**config.mk**
```make
export PLATFORM = sky130hd
export DESIGN_NAME = operand_issue_queue
export DESIGN_NICKNAME = d
export VERILOG_FILES = /design/src/rtl/operand_issue_queue.sv
export SDC_FILE = /design/constraint.sdc
export NUM_CORES = 1
export LEC_CHECK = 0
export ABC_AREA = 1
export CORE_ASPECT_RATIO = 0.5
export CORE_MARGIN = 8
export CORE_UTILIZATION = 50
export DETAILED_ROUTE_END_ITERATION = 6
export DONT_BUFFER_PORTS = 1
export GPL_TIMING_DRIVEN = 0
export PLACE_DENSITY_LB_ADDON = 0.2
export SETUP_SLACK_MARGIN = 0.4
export SYNTH_ARGS = -nofsm -noshare
export SYNTH_HDL_FRONTEND = slang
export SYNTH_SLANG_ARGS = --single-unit
```
**constraint.sdc**
```tcl
create_clock -name clk -period 13.45 [get_ports clk]
set_input_delay 2.69 -clock clk [delete_from_list [all_inputs] [get_ports clk]]
set_output_delay 2.69 -clock clk [all_outputs]
set_load 0.01 [all_outputs]
```
**src/rtl/operand_issue_queue.sv**
```systemverilog
// In-order issue buffer between pre-decode and execute.
// Holds up to DEPTH decoded instructions. The head entry's source operands are
// resolved from the bypass network (youngest stage first) or the register file.
// The head issues once every operand is ready. Flush empties the queue, and a
// saturating counter records the cycles spent waiting on operands.
module operand_issue_queue #(
    parameter int DEPTH = 4,
    parameter int NSRC  = 2,
    parameter int NBYP  = 4,
    parameter int DW    = 32,
    parameter int AW    = 5,
    parameter int PW    = 128
) (
    input  logic                      clk,
    input  logic                      reset,
    input  logic                      in_valid,
    output logic                      in_ready,
    input  logic [PW-1:0]             in_payload,
    input  logic [NSRC*AW-1:0]        in_src_addr,
    input  logic [NSRC-1:0]           in_src_use,
    input  logic                      flush,
    input  logic [NBYP*AW-1:0]        byp_addr,
    input  logic [NBYP*DW-1:0]        byp_data,
    input  logic [NBYP-1:0]           byp_wen,
    input  logic [NBYP-1:0]           byp_valid,
    input  logic [NBYP-1:0]           byp_data_ok,
    output logic [NSRC*AW-1:0]        rf_raddr,
    input  logic [NSRC*DW-1:0]        rf_rdata,
    output logic                      out_valid,
    input  logic                      out_ready,
    output logic [PW-1:0]             out_payload,
    output logic [NSRC*DW-1:0]        out_src,
    output logic [$clog2(DEPTH):0]    count,
    output logic [31:0]               stall_cycles
);

    localparam int PTRW = $clog2(DEPTH);
    localparam int CW   = PTRW + 1;
    localparam logic [CW-1:0]   FULL_CNT = CW'(DEPTH);
    localparam logic [CW-1:0]   CNT_ONE  = CW'(1);
    localparam logic [PTRW-1:0] PTR_ONE  = PTRW'(1);

    logic [PW-1:0]      payload_q [DEPTH];
    logic [NSRC*AW-1:0] addr_q    [DEPTH];
    logic [NSRC-1:0]    use_q     [DEPTH];

    logic [PTRW-1:0] wp_q, wp_d, rp_q, rp_d;
    logic [CW-1:0]   count_q, count_d;
    logic [31:0]     stall_q, stall_d;

    logic [NSRC-1:0] src_rdy;
    logic            all_rdy;
    logic            not_empty;
    logic            enq;
    logic            deq;

    assign not_empty    = (count_q != '0);
    assign all_rdy      = &src_rdy;
    assign in_ready     = ~reset & ~flush & (count_q != FULL_CNT);
    assign out_valid    = not_empty & all_rdy & ~flush & ~reset;
    assign enq          = in_valid & in_ready;
    assign deq          = out_valid & out_ready;
    assign rf_raddr     = addr_q[rp_q];
    assign out_payload  = payload_q[rp_q];
    assign count        = count_q;
    assign stall_cycles = stall_q;

    // Resolve each head source: r0/unused -> 0, first bypass hit wins, else register file.
    always_comb begin
        logic [AW-1:0] a;
        logic [DW-1:0] val;
        logic          found;
        src_rdy = '1;
        out_src = '0;
        for (int s = 0; s < NSRC; s++) begin
            a     = addr_q[rp_q][s*AW +: AW];
            val   = '0;
            found = 1'b0;
            if (use_q[rp_q][s] && (a != '0)) begin
                for (int i = 0; i < NBYP; i++) begin
                    if (!found && (byp_addr[i*AW +: AW] == a) && byp_wen[i] && byp_valid[i]) begin
                        found = 1'b1;
                        if (byp_data_ok[i]) begin
                            val = byp_data[i*DW +: DW];
                        end else begin
                            src_rdy[s] = 1'b0;
                        end
                    end
                end
                if (!found) begin
                    val = rf_rdata[s*DW +: DW];
                end
            end
            out_src[s*DW +: DW] = src_rdy[s] ? val : '0;
        end
    end

    // Next-state for pointers, occupancy and the stall counter; flush overrides traffic.
    always_comb begin
        wp_d    = wp_q;
        rp_d    = rp_q;
        count_d = count_q;
        stall_d = stall_q;
        if (enq) begin
            wp_d = wp_q + PTR_ONE;
        end
        if (deq) begin
            rp_d = rp_q + PTR_ONE;
        end
        if (enq && !deq) begin
            count_d = count_q + CNT_ONE;
        end else if (!enq && deq) begin
            count_d = count_q - CNT_ONE;
        end
        if (flush) begin
            wp_d    = '0;
            rp_d    = '0;
            count_d = '0;
        end
        if (not_empty && !all_rdy && !flush && (stall_q != 32'hFFFF_FFFF)) begin
            stall_d = stall_q + 32'd1;
        end
    end

    // Control state register with synchronous reset.
    always_ff @(posedge clk) begin
        if (reset) begin
            wp_q    <= '0;
            rp_q    <= '0;
            count_q <= '0;
            stall_q <= '0;
        end else begin
            wp_q    <= wp_d;
            rp_q    <= rp_d;
            count_q <= count_d;
            stall_q <= stall_d;
        end
    end

    // Entry storage written at the write pointer; contents are never cleared.
    always_ff @(posedge clk) begin
        if (enq) begin
            payload_q[wp_q] <= in_payload;
            addr_q[wp_q]    <= in_src_addr;
            use_q[wp_q]     <= in_src_use;
        end
    end

endmodule

```
# Word level (Yosys, flattened, before mapping)
# Memory sizes are Yosys's and may differ from the RTL's. A register that Yosys moved wholly into a read port is not among the register bits.
# Index checks and enable logic that the tools add are counted.
# W data, S select, Z words.
# op_classes
reduce_logical	45
mux	64
n_eq_ne	10
n_bitwise	9
addsub	5
# ops
cell	n
$mux W32	21
$eq A5 B5 Y1	8
$mux W1	35
$add A32 B1 Y32 const B	1
$ne A32 B32 Y1 const B	1
$logic_and A1 B1 Y1	29
$mux W2	6
$logic_not A1 Y1	10
$reduce_bool A5 Y1	2
$and A1 B1 Y1	7
$mux W3	2
$add A2 B1 Y2 const B	2
$add A3 B1 Y3 const B	1
$ne A3 B3 Y1 const B	1
$reduce_bool A3 Y1	1
$sub A3 B1 Y3 const B	1
$not A1 Y1	2
$reduce_and A2 Y1	1
$reduce_bool A2 Y1	1
$reduce_or A2 Y1	1
# totals
output_inout_bits	239
elab_cells	140
mem_count	3
in_bits	369
ramBits	560
regBits	39
# memory_table
name	depth	word_bits	read_ports	rd_clocked_by_memory_dff	write_ports	line	source
payload_q	4	128	1	1	1	43	logic [PW-1:0] payload_q [DEPTH];
addr_q	4	10	1	1	1	44	logic [NSRC*AW-1:0] addr_q [DEPTH];
use_q	4	2	1	1	1	45	logic [NSRC-1:0] use_q [DEPTH];

# Longest topological paths before layout
# Gate-level depths: netlist of the first run.
# depth
word_depth	31
ltp_mapped	25
depth_no_buf	23

# Worst setup path after synthesis of the first run
# Ideal clock, no wire load.
# synth_path
path_kind	in2reg
startpoint	in reset
endpoint	mem addr_q[0][0] in the netlist's numbering (enable)
cell_stages	5
path_buffers	0
arrival_ns	9.374
slack_ns	3.434
setup_time_ns	0.642
required_ns	12.808
cell_sequence	nor2_1 inv_1 a31oi_1 nand2_1 nor2_1
# synth_between
elab_chain_len	6
# synth_lines
item	line	source
from (decl)	15	input logic reset,
$not A1 Y1	59	assign in_ready = ~reset & ~flush & (count_q != FULL_CNT);
$and A1 B1 Y1 (2 in series)	59	
via in_ready	17	output logic in_ready,
$and A1 B1 Y1	61	assign enq = in_valid & in_ready;
$mux W1	142	if (enq) begin
$mux W1 (not written as such)	144	addr_q[wp_q] <= in_src_addr;
to (decl)	44	
# The timed path passes the listed nets, and every way through them passes these cells.

# Worst setup path after layout of the first run
# layout_path
startpoint	in byp_addr[4]
endpoint	out out_src[32]
# layout_between
elab_chain_len	26
elab_cells_between_ends	41
cone_classes	eq/ne: 1; mux: 26; reduce/logical: 14
# layout_lines
item	line	source
from (decl)	22	input logic [NBYP*AW-1:0] byp_addr,
$eq A5 B5 Y1 (*)	81	if (!found && (byp_addr[i*AW +: AW] == a) && byp_wen[i] && byp_valid[i]) begin
$logic_and A1 B1 Y1 (*) (2 in series)	81	
$mux W1	81	
$mux W1	79	if (use_q[rp_q][s] && (a != '0)) begin
$logic_not A1 Y1	81	
$logic_and A1 B1 Y1 (3 in series)	81	
$mux W1	81	
$mux W1	79	
[... 5 more ...]	-	
$mux W1	79	
$logic_not A1 Y1	81	
$logic_and A1 B1 Y1 (3 in series)	81	
$mux W1	81	
$mux W1	79	
$mux W32	90	if (!found) begin
$mux W32	79	
$mux W32 (*)	94	out_src[s*DW +: DW] = src_rdy[s] ? val : '0;
to (decl)	32	output logic [NSRC*DW-1:0] out_src,
# Every way passes the cells marked *; elsewhere a longest branch is shown, timed or not. The select of a mux whose other input is x is not followed.

==> metrics.csv, run 1 <==
metric;value;unit
path_clk_slew;0.07;ns
postRouteAntennaNets;0;
synth.net_count;2960;
fmax;0.128;GHz
slowest_delay;0.53;ns
crit_path_top_delay_cell;clkbuf_1;
drc;0;
first_global_vias;19500;
synth_compound_area_share;13.8;%
clk_path_buf_depth;3;
synth_cell_types;49;
post_cts.repair.setup_buffers;0;
fp.dieH;181;µm
grt_pass1_wl;127000;µm
die-width;346;µm
ys_warn_count;0;
core;53800;µm²
tns;0;ns
final_util;56.2;%
area_growth;11.0;%
synth-async-reset-ratio;0;%
peakVddDrop;109;µV
pwr-share-seq;56.3;%
yosysSeqAreaShare;64.8;%
syn_area;27200;µm²
powerDensity;121;nW/µm²
cp.arrival;5.14;ns
crit_path_max_fanout;10;
hp-class;reg2reg;
drtIter0Drc;1817;
worstSetupEndpointType;primary output;
outcome;finished, final reports clean;
cts_sinks;601;
finalHoldViolations;0;
switching_share;21.2;%
rows;60;
period_minus_slack;7.83;ns
num-fill-cells;4542;
crit_path_start_kind;primary input;
io_buffers;0;
synth_top_family_by_area;simple AND/OR/NAND/NOR gates;
comb_power_share;4.1;%
synth_seq_cells;601;
dieArea;62600;µm²
power_frac_clock;39.6;%
synth_cells;2584;
post_cts_resized;0;
nets;3034;
fin_area;30200;µm²
total_power;3670;µW
drt_wl_total;86700;µm
vias;20300;
setup_viol;0;
synth-xor-area-share;1.03;%
synthMuxAreaShare;0;%
worst_slack;5.62;ns
postCtsHoldBufs;0;
grt_max_degree;32;
slew_violations;0;
place.gp.congestion;1.00;
wl_per_cell;25.4;µm
cts_buffers;52;
p_leak;0.0103;µW
path_cells;inv_1, nand3_1, nand2_1, nor2_1, nand3_2, nand2_2, nor2_4, nand2_1, clkbuf_1, o21ai_0, nor2_1;
htreeDepth;2;
ys.flop_type;edfxtp_1;
place_area;28500;µm²
synth.avg_cell_area;10.5;µm²
dp_hpwl;63000;µm
max_cap_viol_count;0;
dp_slack;5.63;ns
start_util;50.6;%
firstDrtPassIters;5;
io_pins;608;
synth-edff-count;560;
antenna_found_initial;2;
worst_pin_slew;1.04;ns
skew;0.0414;ns
drive_above_1_share;7.59;%
p_sw;778;µW
synth-simple-area-share;15.8;%
cp.required;10.76;ns
via_per_inst;5.94;
overflow;0;
clk_latency;0.59;ns
post-route-period-util;58.2;%
p_int;2890;µW
grt_use_total;26.1;%
cts_tree;done;
cts_root_buf;clkbuf_16;
critPathKind;in2out;
maxSlewHeadroom;30.5;%
rsz0062_at_grt;no;
yosys.area_share.adder;0.349;%
[layout make-up]
cell class	count	area [µm²]	area share, %
sequential	601	17600	58.4
multi-input combinational	1719	8480	28.1
tap	713	892	2.95
buffer	154	721	2.39
antenna	2	5.00	0.0166
clock buffer	59	1330	4.39
timing repair buffer	20	408	1.35
clock inverter	39	324	1.07
inverter	110	415	1.38
[placed cells by master (no fill, tap or decap), drive strengths merged, types with 6 or more instances in the layout]
cell type | netlist | routed
o2111ai | 22 | 22
xnor2 | 6 | 6
xor2 | 26 | 26
edfxtp | 560 | 560
a21oi | 88 | 88
a22oi | 9 | 9
nand4 | 10 | 10
o211ai | 7 | 7
a21boi | 7 | 7
nand2 | 407 | 407
nand3 | 150 | 150
clkbuf | 110 | 169
clkinv | 1 | 33
nor2 | 406 | 406
dfxtp | 41 | 41
buf | 44 | 64
inv | 109 | 111
o21bai | 14 | 14
ha | 6 | 6
nor3 | 19 | 19
a211oi | 13 | 13
o21ai | 359 | 359
o22ai | 139 | 139
nor4 | 7 | 7
[worst max-delay path, delay by kind of cell]
family | cells | cell delay [ns]
AOI/OAI and AO/OA | 1 | 0.40
buffers and inverters | 2 | 0.56
and+or+nand+nor | 8 | 1.47
[cells in the mapped netlist (4+ instances only)]
cell,number,area (µm²)
buf_4,10,75.1
a21oi_1,88,440
nor2_1,397,1490
o21ai_1,12,60.1
nand3_2,21,210
o21bai_1,14,105
nand3_1,129,646
nor4_1,7,43.8
nor2_2,6,37.5
a21boi_1,5,37.5
nand2_1,389,1460
o211ai_1,7,52.6
or2_2,4,25.0
xor2_1,26,228
inv_1,96,360
a211oi_1,13,97.6
ha_1,6,75.1
a22oi_1,9,67.6
nor3_1,18,90.1
edfxtp_1,560,16800
o21a_1,5,37.5
buf_6,11,124
nand3b_1,5,37.5
xnor2_1,6,52.6
inv_2,12,45.0
nand2_2,15,93.8
o22ai_1,139,870
o2111ai_1,22,193
buf_2,18,90.1
nand4_1,9,56.3
buf_1,5,18.8
clkbuf_1,110,413
o21ai_0,346,1730
dfxtp_1,41,821
[sequential cells by signal, indices dropped and copies added, names as in the netlist, named ones only]
| signal | count |
|---|---|
| addr_q | 40 |
| stall_cycles | 32 |
| use_q | 8 |
| payload_q | 512 |
| wp_q | 2 |
| count | 3 |
| rp_q | 2 |
[stage by stage]
step                      hold WS, ns  std cells
after floorplan                 0.467       2584
after global placement          0.496       3297
after detailed placement        0.492       3317
after CTS                       0.506       3415
after global routing            0.541       3417
final                           0.501       3417
[power groups by stage]
stage                     sequential [µW]  combinational [µW]  clock, µW
after CTS                            2060                 149       1480
after global placement               2110                 143          0
final                                2060                 149       1450
after floorplan                      2110                 101          0
after global routing                 2060                 162       1550
after detailed placement             2110                 149          0
[layer usage]
layer | share of wire (%) | track usage [%] | up-vias
met5 | 0 | 0 | -
met4 | 5.2 | 11.7 | 0
met3 | 6.7 | 4.86 | 218
met2 | 51 | 47.7 | 923
met1 | 37 | 29.8 | 9744
li1 | - | - | 9403
[worst paths after layout]
kind              slack (ns)  depth (start not counted)               end        start
hold reg to reg         0.50                          2           rp_q[1]      rp_q[1]
hold / removal          0.50                          2           rp_q[1]      rp_q[1]
setup reg to reg        9.74                          8  payload_q[0][71]     count[1]
setup / recovery        5.62                         11       out_src[32]  byp_addr[4]
[cells by family (layout without fill, tap and decap cells)]
family          Yosys count  in the layout
flops                   601            601
other cells               0              2
simple gates           1010           1010
fa+ha+maj                 7              7
xor+xnor                 32             32
compound gates          670            670
buf+inv                 264            382
Note: power is estimated with default switching activity, not from simulation.
==> inputs of run 2 (changes only) <==
==> constraint.sdc (replaced) <==
create_clock -name clk -period 7.8 [get_ports clk]
set_input_delay 1.56 -clock clk [delete_from_list [all_inputs] [get_ports clk]]
set_output_delay 1.56 -clock clk [all_outputs]
set_load 0.01 [all_outputs]
==> results of run 2 <==
The final DEF is identical to that of run 1. Status: finished, final reports clean.
Among the figures that moved: setup slack after placement 5.63 ns -> 2.24 ns; setup slack after layout 5.62 ns -> 2.02 ns; end point of the critical path out_src[32] -> out_payload[107]; register-to-register setup slack 9.74 ns -> 4.09 ns; total power 3670 µW -> 6330 µW; worst IR drop on VDD 109 µV -> 187 µV
==> inputs of run 3 (changes only) <==
==> constraint.sdc (replaced) <==
create_clock -name clk -period 4.64 [get_ports clk]
set_input_delay 0.928 -clock clk [delete_from_list [all_inputs] [get_ports clk]]
set_output_delay 0.928 -clock clk [all_outputs]
set_load 0.01 [all_outputs]
==> metrics.csv, run 3 (synthesis results as in run 1) <==
metric;value;unit;change
cp.arrival;3.23;ns;was 4.22 ns
postCtsHoldBufs;0;;unchanged
crit_path_start_kind;flip-flop;;unchanged
die-width;346;µm;unchanged
final_cells;3433;;was 3417
peakVddDrop;281;µV;was 187 µV
slew_violations;0;;unchanged
cts_root_buf;clkbuf_16;;unchanged
hold_path_depth;0;;was 2
nets;3058;;was 3034
dp_cells;3318;;was 3317
top_register;payload_q;;unchanged
skew;0.0269;ns;was 0.0414 ns
min_from;in_payload[81];;was rp_q[1]
drc;0;;unchanged
dp_slack;-0.0580;ns;was 2.24 ns
cp.required;3.71;ns;was 6.24 ns
postRouteAntennaNets;0;;unchanged
grt_max_degree;30;;was 32
critPathKind;reg2out;;unchanged
largest_register_ffs;512;;unchanged
p_leak;0.0106;µW;was 0.0103 µW
max_cap_viol_count;0;;unchanged
power_frac_clock;39.0;%;was 39.6%
mostFrequentLayoutCell;edfxtp_1;;unchanged
hp-class;in2reg;;was reg2reg
grt_pass1_wl;128000;µm;was 127000 µm
num-fill-cells;4499;;was 4542
overflow;0;;unchanged
drive_above_1_share;12.0;%;was 7.59%
worst_pin_slew;1.00;ns;was 1.04 ns
fmax;0.240;GHz;
antenna_found_initial;4;;was 2
clk_latency;0.58;ns;was 0.59 ns
p_sw;2250;µW;was 1340 µW
firstDrtPassIters;6;;was 5
crit_path_max_fanout;11;;was 10
clk_path_buf_depth;3;;unchanged
reg2regPathDepth;24;;was 8
rrSetupSlack;1.38;ns;was 4.09 ns
period_minus_slack;4.16;ns;
post-route-period-util;89.7;%;
final_util;57.9;%;was 56.2%
vias;20600;;was 20300
fin_area;31100;µm²;was 30200 µm²
rsz0062_at_grt;yes;;was no
dp_hpwl;63600;µm;was 63000 µm
whs;0.420;ns;was 0.501 ns
io_buffers;0;;unchanged
place_area;28600;µm²;was 28500 µm²
comb_power_share;4.7;%;was 4.1%
place.gp.congestion;0.981;;was 1.00
htreeDepth;2;;unchanged
drtIter0Drc;1925;;was 1817
rows;60;;unchanged
via_per_inst;6.00;;was 5.94
powerDensity;341;nW/µm²;was 209 nW/µm²
start_util;50.6;%;unchanged
cts_tree;done;;unchanged
setup_viol;0;;unchanged
drt_wl_total;88700;µm;was 86700 µm
whs_endpoint;payload_q[0][81];;was rp_q[1]
outcome;finished, final reports clean;;unchanged
cts_buffers;52;;unchanged
dieArea;62600;µm²;unchanged
grt_use_total;26.5;%;was 26.1%
io_pins;608;;unchanged
cts_sinks;601;;unchanged
worst_slack;0.478;ns;was 2.02 ns
p_int;8370;µW;was 4980 µW
pwr-share-seq;56.3;%;about the same
final_cell_mix;edfxtp_1 (560), nor2_1 (381), nand2_1 (379), o21ai_0 (335), o22ai_1 (139);;was edfxtp_1 (560), nor2_1 (393), nand2_1 (389), o21ai_0 (346), o22ai_1 (139)
area_growth;14.4;%;was 11.0%
worstSetupEndpointType;primary output;;unchanged
finalHoldViolations;0;;unchanged
switching_share;21.2;%;about the same
core;53800;µm²;unchanged
first_global_vias;19500;;about the same
wl_per_cell;25.8;µm;was 25.4 µm
maxSlewHeadroom;33.3;%;was 30.5%
timing.rr.end;count[2];;was payload_q[0][71]
fp.dieH;181;µm;unchanged
path_clk_slew;0.07;ns;about the same
==> run 3: power groups by stage <==
stage                     clock (µW)  combinational [µW]  sequential (µW)
final                           4140                 495             5980
after detailed placement           0                 437             6100
after CTS                       4210                 474             5980
after global routing            4410                 528             5980
after global placement             0                 424             6110
after floorplan                    0                 296             6100
==> run 3: metrics by stage <==
stage / TNS (ns) / power, µW
2_1_floorplan: 0 / 6400
3_3_place_gp: -884.79 / 6530
3_5_place_dp: -0.326 / 6540
4_1_cts: 0 / 10700
5_1_grt: 0 / 10900
6_report: 0 / 10600
==> run 3: critical path: stages, from the launching register on <==
cell and delay, ns:
dfxtp_4 0.37, buf_12 0.15, clkbuf_16 0.15, nand2_2 0.07, nand3_4 0.10, nand2_4 0.13, buf_4 0.12, nand2_1 0.05
nand3_1 0.12, nor2_4 0.05, buf_4 0.13, nor2_4 0.22, inv_4 0.08, nor2_8 0.15, nand2_8 0.10, buf_6 0.17
o2111ai_1 0.08, nand2_1 0.16, a21oi_4 0.25
==> run 3: what timing repair did <==
item	CTS	global route
cloned	0	3
pin swaps	16	25
hold endpoints to repair	0	0
gates resized for setup	140	81
setup endpoints to repair	192	76
buffers inserted	10	10
==> run 3: how the worst max path moves through the flow <==
stage               from          endpoint  slack, ns  depth (start not counted)
4_1_cts        flip-flop       out_src[59]       0.39                         19
3_3_place_gp       reset  payload_q[0][87]      -1.65                          5
5_1_grt        flip-flop       out_src[37]       0.37                         17
6_report       flip-flop       out_src[63]       0.48                         18
2_1_floorplan      reset      addr_q[0][0]       0.46                          5
3_5_place_dp   flip-flop  out_payload[110]      -0.06                          8
==> run 3: per-layer routing <==
layer	track usage [%]	vias up	share of wire, %
li1	-	9458	-
met1	30.3	9987	36
met2	49.0	937	52
met3	4.83	220	6.9
met4	10.6	0	4.9
met5	0	-	0
==> run 3: layout make-up <==
cell class / instances / area [µm²] / share of cell area (%)
inverter: 110 / 435 / 1.40
antenna: 3 / 7.51 / 0.0241
buffer: 154 / 907 / 2.91
timing repair buffer: 43 / 641 / 2.06
sequential: 601 / 17600 / 56.6
clock buffer: 63 / 1360 / 4.38
tap: 713 / 892 / 2.86
clock inverter: 26 / 238 / 0.763
multi-input combinational: 1720 / 9020 / 29.0
